==> config.mk <==
export PLATFORM = sky130hd
export DESIGN_NAME = muller_c_hs_driver
export DESIGN_NICKNAME = d
export VERILOG_FILES = /design/src/rtl/muller_c_hs_driver.sv
export SDC_FILE = /design/constraint.sdc
export NUM_CORES = 1
export LEC_CHECK = 0
export ABC_CLOCK_PERIOD_IN_PS = 4120
export CORE_UTILIZATION = 50
export CTS_CLUSTER_SIZE = 16
export DETAILED_ROUTE_END_ITERATION = 10
export PLACE_DENSITY = 0.76
export SKIP_CTS_REPAIR_TIMING = 1
export SYNTH_ARGS = -nofsm -noshare
export SYNTH_HDL_FRONTEND = slang
export SYNTH_SLANG_ARGS = --single-unit
==> constraint.sdc <==
create_clock -name clk -period 4.12 [get_ports clk]
set_clock_uncertainty 0.05 [all_clocks]
set_input_delay 0.824 -clock clk [delete_from_list [all_inputs] [get_ports clk]]
set_output_delay 0.824 -clock clk [all_outputs]
set_load 0.02 [all_outputs]
==> src/rtl/muller_c_hs_driver.sv <==
// Four-phase handshake sequencer for a Muller C-element.
// Drives both inputs with programmable skew and checks the output.
module muller_c_hs_driver #(
  parameter int CNT_W  = 16,
  parameter int SKEW_W = 4,
  parameter int TMO_W  = 8
) (
  input  logic              clk,
  input  logic              rst_n,
  input  logic              start,
  input  logic              cont,
  input  logic              stop,
  input  logic              a_first,
  input  logic [SKEW_W-1:0] skew,
  input  logic              clr_err,
  input  logic              c_y,
  output logic              c_a,
  output logic              c_b,
  output logic              busy,
  output logic [CNT_W-1:0]  done_cnt,
  output logic              err,
  output logic [1:0]        err_code
);

  typedef enum logic [2:0] {
    IDLE,
    RISE_SKEW,
    RISE_WAIT,
    FALL_SKEW,
    FALL_WAIT,
    ERROR
  } state_t;

  state_t              state;
  logic                y_m;
  logic                y_s;
  logic                fst;
  logic                snd;
  logic                a_first_q;
  logic                cont_q;
  logic                stop_pending;
  logic [SKEW_W-1:0]   skew_q;
  logic [SKEW_W-1:0]   skew_cnt;
  logic [TMO_W-1:0]    tmo;
  logic [SKEW_W-1:0]   sk_src;
  logic                launch;
  logic                prem;
  logic                tout;

  assign c_a = a_first_q ? fst : snd;
  assign c_b = a_first_q ? snd : fst;

  always_ff @(posedge clk or negedge rst_n) begin
    if (!rst_n) begin
      y_m <= 1'b0;
      y_s <= 1'b0;
    end else begin
      y_m <= c_y;
      y_s <= y_m;
    end
  end

  // A new rise starts from IDLE or straight out of a completed fall.
  assign launch =
    (state == IDLE && start) ||
    (state == FALL_WAIT && !y_s && cont_q &&
     !stop_pending && !stop);

  assign sk_src = (state == IDLE) ? skew : skew_q;

  assign prem =
    (state == RISE_SKEW && y_s) ||
    (state == FALL_SKEW && !y_s);

  assign tout = (&tmo) && (
    (state == RISE_WAIT && !y_s) ||
    (state == FALL_WAIT && y_s));

  always_ff @(posedge clk or negedge rst_n) begin
    if (!rst_n) begin
      state        <= IDLE;
      fst          <= 1'b0;
      snd          <= 1'b0;
      a_first_q    <= 1'b0;
      cont_q       <= 1'b0;
      stop_pending <= 1'b0;
      skew_q       <= '0;
      skew_cnt     <= '0;
      tmo          <= '0;
      busy         <= 1'b0;
      done_cnt     <= '0;
      err          <= 1'b0;
      err_code     <= 2'b00;
    end else begin
      if (stop && busy)
        stop_pending <= 1'b1;
      unique case (state)
        IDLE: begin
          if (start) begin
            skew_q    <= skew;
            a_first_q <= a_first;
            cont_q    <= cont;
            busy      <= 1'b1;
          end
        end
        RISE_SKEW: begin
          skew_cnt <= skew_cnt - 1'b1;
          if (skew_cnt == 1) begin
            snd   <= 1'b1;
            tmo   <= '0;
            state <= RISE_WAIT;
          end
        end
        RISE_WAIT: begin
          if (y_s) begin
            fst      <= 1'b0;
            skew_cnt <= skew_q;
            if (skew_q == 0) begin
              snd   <= 1'b0;
              tmo   <= '0;
              state <= FALL_WAIT;
            end else begin
              state <= FALL_SKEW;
            end
          end else begin
            tmo <= tmo + 1'b1;
          end
        end
        FALL_SKEW: begin
          skew_cnt <= skew_cnt - 1'b1;
          if (skew_cnt == 1) begin
            snd   <= 1'b0;
            tmo   <= '0;
            state <= FALL_WAIT;
          end
        end
        FALL_WAIT: begin
          if (!y_s) begin
            done_cnt     <= done_cnt + 1'b1;
            state        <= IDLE;
            busy         <= 1'b0;
            stop_pending <= 1'b0;
          end else begin
            tmo <= tmo + 1'b1;
          end
        end
        ERROR: begin
          if (clr_err) begin
            state    <= IDLE;
            err      <= 1'b0;
            err_code <= 2'b00;
          end
        end
        default: state <= IDLE;
      endcase

      if (launch) begin
        fst      <= 1'b1;
        skew_cnt <= sk_src;
        tmo      <= '0;
        busy     <= 1'b1;
        if (sk_src == 0) begin
          snd   <= 1'b1;
          state <= RISE_WAIT;
        end else begin
          state <= RISE_SKEW;
        end
      end

      if (prem || tout) begin
        state    <= ERROR;
        fst      <= 1'b0;
        snd      <= 1'b0;
        busy     <= 1'b0;
        err      <= 1'b1;
        err_code <= prem ? 2'b10 : 2'b01;
      end
    end
  end

endmodule
==> summary.txt, run 1 <==
Drt
  – Drt drc: 0
  – Initial drt markers: 144
  – DR WL/cell: 15.1 microns
  – ANT nets after route: 0
  – Via density: 5.88
  – Via count: 2080
  – Routed WL: 5.35 mm
  – Initial DRT Pass Iterations: 4

Global route
  – Met3 Use GR: 0.0412
  – First-pass GRT wire length: 8.98 mm
  – Largest net degree at the start of global routing: 47
  – Total track usage: 0.219
  – Met1 Track Usage GR: 0.301
  – Gr ovfl total: 0
  – GR peak layer: met2
  – Met2 usage: 0.353
  – Initial antenna violation count: 0
  – Vias in the first global route: 1877

Logic synthesis
  – Syn Nets: 273
  – Multiplexer share of the synthesized area: 0.0254
  – Post-synth EDFFs: 0
  – Synth Area in Simple Gates: 0.258
  – Area share of fa/ha/maj cells after synthesis: 0.0195
  – Synth warnings: 0
  – Top cell type's share of synthesized area: 0.449
  – Register area share after synthesis: 0.449
  – Largest family of logic cells by synthesized area: simple AND/OR/NAND/NOR gates
  – Mapped cell area: 0.00256 sq mm
  – Yosys top cell by area: dfrtp_1
  – Complex-gate fraction of the synthesized area: 0.154
  – Netlist cell types: 64
  – Xor/xnor share of the synthesized area: 0.0581
  – Cells after Synth: 257
  – Fraction of registers with async set/reset: 1.00
  – Syn avg cell area: 9.97 sq um
  – Main synth FF type: dfrtp_1
  – Area contributors post-synth: dfrtp_1, nand2_1, xor2_1, xnor2_1, nor2_1
  – Flops & latches, synth: 46

Floorplan
  – I/O pin count: 34
  – Die Area: 0.00542 sq mm
  – FP Rows: 25
  – Placeable Area: 0.00482 sq mm
  – Die W: 73.6 microns
  – Starting Density: 0.532
  – Die H: 73.6 microns

Min path
  – Worst hold-check path type: reg -> reg

Timing
  – Setup TNS: 0 ns
  – Final worst-path cycle share: 0.608
  – Final setup fails: 0
  – Post-route minimum period: 2.50 ns
  – Slew Viols, Final: 0
  – Hold Violations, Final: 0
  – Worst Tran Pin Value: 1.00 ns
  – Final hold slack: 0.311 ns
  – Fmax: 0.399 GHz
  – Max_slew headroom: 0.332
  – RSZ-0062 raised after global routing: no

Clock tree
  – Root Driver: clkbuf_8
  – TritonCTS clock tree: done
  – Num CTS Buffers: 5
  – H-tree depth: 2
  – Clock Tree Buf Depth: 2
  – Clk Latency, worst-skew pair: 0.30 ns
  – Clock-pin slew on the worst setup and hold paths: 0.09 ns
  – # clock sinks: 46

Run
  – Max_cap viols: 0

Setup path
  – Crit path required time: 4.26 ns
  – Crit. End Element: flip-flop
  – WS Path Type: in -> reg
  – Startpoint types: input pin
  – Arr. time, crit path: 2.64 ns
  – Critical path fanouts, max: 9

Power
  – VDD IR max: 455 uV
  – Leakage: 0.00126 uW
  – Post-layout total power: 1920 uW
  – Pwr Density: 635 mW/mm^2

Run status
  – Status: finished clean

Cells and area
  – Synthesis-to-finish area growth: 18.1%
  – Commonest non-fill, non-tap cell in the layout: dfrtp_1
  – Final Net Count: 302
  – # diodes: 0
  – Fin cells: 354
  – Most frequent cells in the layout: dfrtp_1, nand2_1, clkdlybuf4s50_1, nor2_1
  – Share of layout cells above drive strength 1: 0.0836

Placed design
  – IO buf count: 33
  – Placer Congestion: 0.865
  – Dpl cells: 346
  – Detailed Place HPWL: 3.73 mm
## cell type report
class                      instances  area [sq um]
clock buffer                       6          72.6
clock inverter                     2          37.5
fill                             418          1790
inverter                           9          33.8
multi-input combinational        191          1320
sequential                        46          1150
tap                               67          83.8
timing repair buffer              33           325
## critical path, cell delays in order
cell,delay [ns]
clkdlybuf4s50_1,0.56
or4b_1,0.64
o32ai_2,0.18
a211oi_1,0.08
o311a_1,0.35
## registers in the layout, indices dropped and copies added (netlist names)
register      flops
snd               1
y_s               1
stop_pending      1
tmo               8
done_cnt         16
a_first_q         1
y_m               1
fst               1
state             3
err_code          2
busy              1
cont_q            1
err               1
skew_q            4
skew_cnt          4
## per-layer routing
layer	up-vias	share of wire
met5	-	0
met4	0	0.010
met3	6	0.051
met2	63	0.49
met1	1010	0.45
li1	1001	-
## metrics by stage
step | setup WS, ns | utilization | cell area [sq um]
2_1_floorplan | 2.02 | - | 2560
3_3_place_gp | 1.36 | 0.605 | 2920
3_5_place_dp | 1.30 | 0.605 | 2920
4_1_cts | 1.62 | 0.628 | 3030
5_1_grt | 1.56 | 0.628 | 3030
6_report | 1.62 | 0.628 | 3030
## power breakdown
group	internal, uW	switching (uW)	leakage [uW]
logic	385	419	0.000615
registers	569	212	0.000596
clock network	181	155	0.0000514
total	1140	786	0.00126
## synth_stat cells (3+ instances only)
master	number
o21ai_0	9
mux2_2	4
nand2b_1	4
a211oi_1	3
a21oi_1	9
nand3_1	9
and2_1	3
nor3b_1	3
nand4_1	6
xnor2_1	8
nand2_1	35
xor2_1	9
nor2_1	17
buf_2	9
nor3_1	8
inv_1	9
dfrtp_1	46
o211ai_1	3
ha_1	4
## path summary, 6_finish.rpt
kind / start / endpoint / slack (ns) / depth (start not counted)
worst max-delay path: start / state[1] / 1.62 / 5
worst min-delay path: y_m / y_s / 0.31 / 0
worst max register to register: state[2] / state[1] / 1.69 / 4
worst min register to register: y_m / y_s / 0.31 / 0
max in group asynchronous: rst_n / tmo[1] / 2.76 / 1
min in group asynchronous: rst_n / skew_q[3] / 0.63 / 1
## kinds of logic (layout without fill, tap and decap cells)
group	after synthesis	after routing
adder cells (fa/ha/maj)	4	4
AO/OA/AOI/OAI	53	53
multiplexers	6	6
buffers and inverters	20	50
XOR/XNOR	17	17
AND/OR/NAND/NOR	111	111
flip-flops	46	46
(Power assumes the default switching activity.)
==> run 2: changes to the inputs <==
Settings changed: ABC_CLOCK_PERIOD_IN_PS 4120 to 2600.
Clock period 4.12 ns to 2.6 ns, I/O delays scaled along.
==> summary.txt, run 2 (synthesis gave the netlist of run 1 again) <==
Cells and area
  – Filler cell count: 421
  – Fin util: 0.638
  – Biggest register: done_cnt
  – Commonest non-fill, non-tap cell in the layout: dfrtp_1
  – Largest register FFs: 16
  – # diodes: 0
  – Share of layout cells above drive strength 1: 0.108
  – Final Net Count: 310
  – Biggest regs: done_cnt (16), tmo (8)
  – Synthesis-to-finish area growth: 20.0%
  – Most frequent cells in the layout: dfrtp_1, nand2_1, clkdlybuf4s50_1, nor2_1

Placed design
  – Detailed Place HPWL: 3.90 mm
  – IO buf count: 33
  – Placer Congestion: 0.817

Timing
  – Fmax: 0.459 GHz
  – Final hold slack: 0.171 ns
  – Post-route minimum period: 2.18 ns
  – RSZ-0062 raised after global routing: no
  – Final worst-path cycle share: 0.838
  – Worst Tran Pin Value: 0.611 ns
  – Final setup fails: 0
  – Slew Viols, Final: 0
  – Setup TNS: 0 ns
  – Max_slew headroom: 0.593
  – Hold Violations, Final: 0

Power
  – Leakage: 0.00130 uW
  – Pwr Density: 982 mW/mm^2
  – VDD IR max: 556 uV

Setup path
  – Arr. time, crit path: 2.32 ns
  – Crit path top cell by count: o21ai_0
  – Slowest-stage cell, CP: or4b_1
  – Crit. End Element: flip-flop
  – CP cell instances: or4b_1 > o21ai_0 > o21ai_0 > nor3_1
  – Startpoint types: flip-flop
  – Crit path required time: 2.74 ns
  – CP max stage delay: 0.73 ns
  – Critical path fanouts, max: 8
  – WS Path Type: reg -> reg

Drt
  – ANT nets after route: 0
  – Via density: 5.70
  – DR WL/cell: 14.7 microns
  – Drt drc: 0
  – Initial DRT Pass Iterations: 6
  – Routed WL: 5.32 mm
  – Via count: 2062
  – Initial drt markers: 100

Clock tree
  – H-tree depth: 2
  – Clock-pin slew on the worst setup and hold paths: 0.08 ns
  – Clock Tree Buf Depth: 2
  – TritonCTS clock tree: done
  – Clk Latency, worst-skew pair: 0.30 ns
  – Root Driver: clkbuf_8
  – # clock sinks: 46
  – Num CTS Buffers: 5

Global route
  – Gr ovfl total: 0
  – Initial antenna violation count: 0
  – Vias in the first global route: 1871
  – First-pass GRT wire length: 8.76 mm
  – Largest net degree at the start of global routing: 29
  – Total track usage: 0.210

Floorplan
  – Die H: 73.6 microns
  – Placeable Area: 0.00482 sq mm
  – Die Area: 0.00542 sq mm
  – Die W: 73.6 microns
  – Starting Density: 0.532
  – I/O pin count: 34
  – FP Rows: 25

Min path
  – Worst hold-check path type: in -> async

Run
  – Max_cap viols: 0

Run status
  – Status: finished clean
run 2: report_power, final:
group	switching (uW)	internal [uW]
logic	787	670
clock network	244	190
registers	225	905
run 2: cell type report:
type | instances | area, sq um | area share
well taps | 67 | 83.8 | 0.0273
flip-flops and latches | 46 | 1150 | 0.374
inverters | 9 | 33.8 | 0.0110
clock buffers | 6 | 72.6 | 0.0236
repair buffers | 41 | 398 | 0.129
multi-input cells | 191 | 1320 | 0.430
clock inverters | 2 | 13.8 | 0.00448
run 2: layer usage:
layer	vias up	track usage	part of all wire
met3	10	0.0329	0.035
met4	0	0.0812	0.016
met5	-	0	0
met2	44	0.312	0.46
met1	993	0.307	0.49
li1	1015	-	-
run 2: path summary, 6_finish.rpt:
check                          from      endpoint  slack, ns  cells past startpoint
max                        state[1]           fst       0.42                      4
max in group asynchronous     rst_n  done_cnt[11]       1.75                      2
min                           rst_n     skew_q[3]       0.17                      1
min reg2reg                     y_m           y_s       0.31                      0
max reg2reg                state[1]           fst       0.42                      4
min in group clk                y_m           y_s       0.31                      0
run 2: stage by stage:
stage | total power [uW] | worst slack (ns) | std cells | area [sq um]
5_1_grt | 3230 | 0.316 | 362 | 3070
4_1_cts | 3030 | 0.424 | 362 | 3070
6_report | 3020 | 0.421 | 362 | 3070
3_3_place_gp | 2550 | 0.206 | 354 | 2990
2_1_floorplan | 2160 | 0.740 | 257 | 2560
3_5_place_dp | 2580 | 0.187 | 354 | 2990
run 2: critical path: cells and delay by family (launching register included):
family	cells	cell delay [ns]
AOI/OAI and AO/OA	2	0.56
and+or+nand+nor	2	0.96
DFF	1	0.51
==> run 3: changes to the inputs <==
Settings changed: ABC_CLOCK_PERIOD_IN_PS 2600 to 1900, PLACE_DENSITY 0.76 to 0.78.
Clock period 2.6 ns to 1.9 ns, I/O delays scaled along.
==> summary.txt, run 3 (synthesis gave the netlist of run 1 again) <==
Placed design
  – Place WS: -0.308 ns
  – Placer Congestion: 0.935
  – Detailed Place HPWL: 4.56 mm
  – Placed inst area: 0.00322 sq mm
  – IO buf count: 33

Cells and area
  – Most frequent cells in the layout: dfrtp_1, buf_4, nand2_1, clkdlybuf4s50_1, nor2_1
  – Commonest non-fill, non-tap cell in the layout: dfrtp_1
  – Largest register FFs: 16
  – Biggest regs: done_cnt (16), tmo (8)
  – Final Net Count: 348
  – Share of layout cells above drive strength 1: 0.246
  – Biggest register: done_cnt
  – Fin area: 0.00349 sq mm
  – # diodes: 0
  – Synthesis-to-finish area growth: 36.3%

Clock tree
  – Clock-pin slew on the worst setup and hold paths: 0.09 ns
  – # clock sinks: 46
  – Clock Tree Buf Depth: 2
  – H-tree depth: 2
  – Clk Latency, worst-skew pair: 0.30 ns
  – TritonCTS clock tree: done
  – Root Driver: clkbuf_8
  – Num CTS Buffers: 5

Setup path
  – Crit. End Element: flip-flop
  – Startpoint types: flip-flop
  – R2R Setup Slk: -0.05 ns
  – Reg2reg end: state[1]
  – Arr. time, crit path: 2.08 ns
  – Critical path fanouts, max: 6
  – WS Path Type: reg -> reg
  – Reg-to-Reg Start: state[1]
  – Crit path required time: 2.04 ns
  – R2R cell count: 5

Drt
  – Initial DRT Pass Iterations: 4
  – Via density: 5.75
  – Drt drc: 0
  – Routed WL: 6.47 mm
  – DR WL/cell: 16.2 microns
  – ANT nets after route: 0
  – Initial drt markers: 132
  – Via count: 2299

Min path
  – Worst Hold Depth: 0
  – Worst hold-check path type: reg -> reg
  – HP Start: y_m
  – Hold EP: y_s

Floorplan
  – FP Rows: 25
  – Die H: 73.6 microns
  – Starting Density: 0.532
  – I/O pin count: 34
  – Placeable Area: 0.00482 sq mm
  – Die Area: 0.00542 sq mm
  – Die W: 73.6 microns

Global route
  – Initial antenna violation count: 0
  – Vias in the first global route: 2157
  – Largest net degree at the start of global routing: 31
  – Gr ovfl total: 0
  – Total track usage: 0.245
  – First-pass GRT wire length: 10.1 mm

Run
  – Max_cap viols: 0

Power
  – VDD IR max: 993 uV
  – Leakage: 0.00156 uW
  – Pwr Density: 1400 mW/mm^2

Timing
  – Max_slew headroom: 0.676
  – Final hold slack: 0.314 ns
  – Hold Violations, Final: 0
  – Slew Viols, Final: 0
  – Worst Tran Pin Value: 0.484 ns
  – Fmax: 0.514 GHz
  – Worst setup margin: -0.0472 ns
  – Post-route minimum period: 1.95 ns
  – Final worst-path cycle share: 1.02
  – Final setup fails: 1

Run status
  – Failing checks: negative setup slack
  – Status: finished, violations left
==> run 3: per-layer routing <==
layer,track usage,vias up,part of all wire
li1,-,1096,-
met1,0.337,1121,0.46
met2,0.392,69,0.49
met3,0.0398,13,0.038
met4,0.0876,0,0.017
met5,0,-,0
==> run 3: worst max-delay path, stage by stage, from the launching register on <==
cell	delay, ns
dfrtp_1	0.45
buf_4	0.16
or4b_4	0.59
o32ai_4	0.13
a211oi_1	0.09
o311a_1	0.36
==> run 3: final cells by class <==
cell class	instances	area, sq um
Inverter	9	33.8
Multi-Input combinational cell	191	1410
Timing Repair Buffer	79	701
Tap cell	67	83.8
Clock buffer	5	68.8
Fill cell	373	1320
Sequential cell	46	1150
Clock inverter	3	45.0
==> run 3: power breakdown <==
part           switching, uW  leakage, uW  total [uW]  internal, uW
sequential               299     0.000594        1540          1240
clock                    355    0.0000504         746           392
combinational           1310     0.000914        2590          1280
total                   1970      0.00156        4880          2910
==> run 3: metrics by stage <==
stage	power [uW]	util	instances	setup TNS, ns
after CTS	4620	0.692	393	-0.601
after detailed placement	3880	0.669	385	-3.61
after floorplan	2960	-	257	0
after global routing	5150	0.725	400	-0.139
after global placement	3810	0.669	385	-2.62
final	4880	0.725	400	-0.0472
==> run 3: worst max-delay path by stage <==
stage / start / endpoint / slack (ns) / cells after the start
after floorplan: state[1] / state[1] / 0.04 / 5
after global placement: stop / skew_cnt[0] / -0.26 / 6
after detailed placement: stop / skew_cnt[3] / -0.31 / 6
after CTS: a_first_q / c_a / -0.12 / 2
after global routing: y_s / state[1] / -0.08 / 7
final: state[1] / state[1] / -0.05 / 5
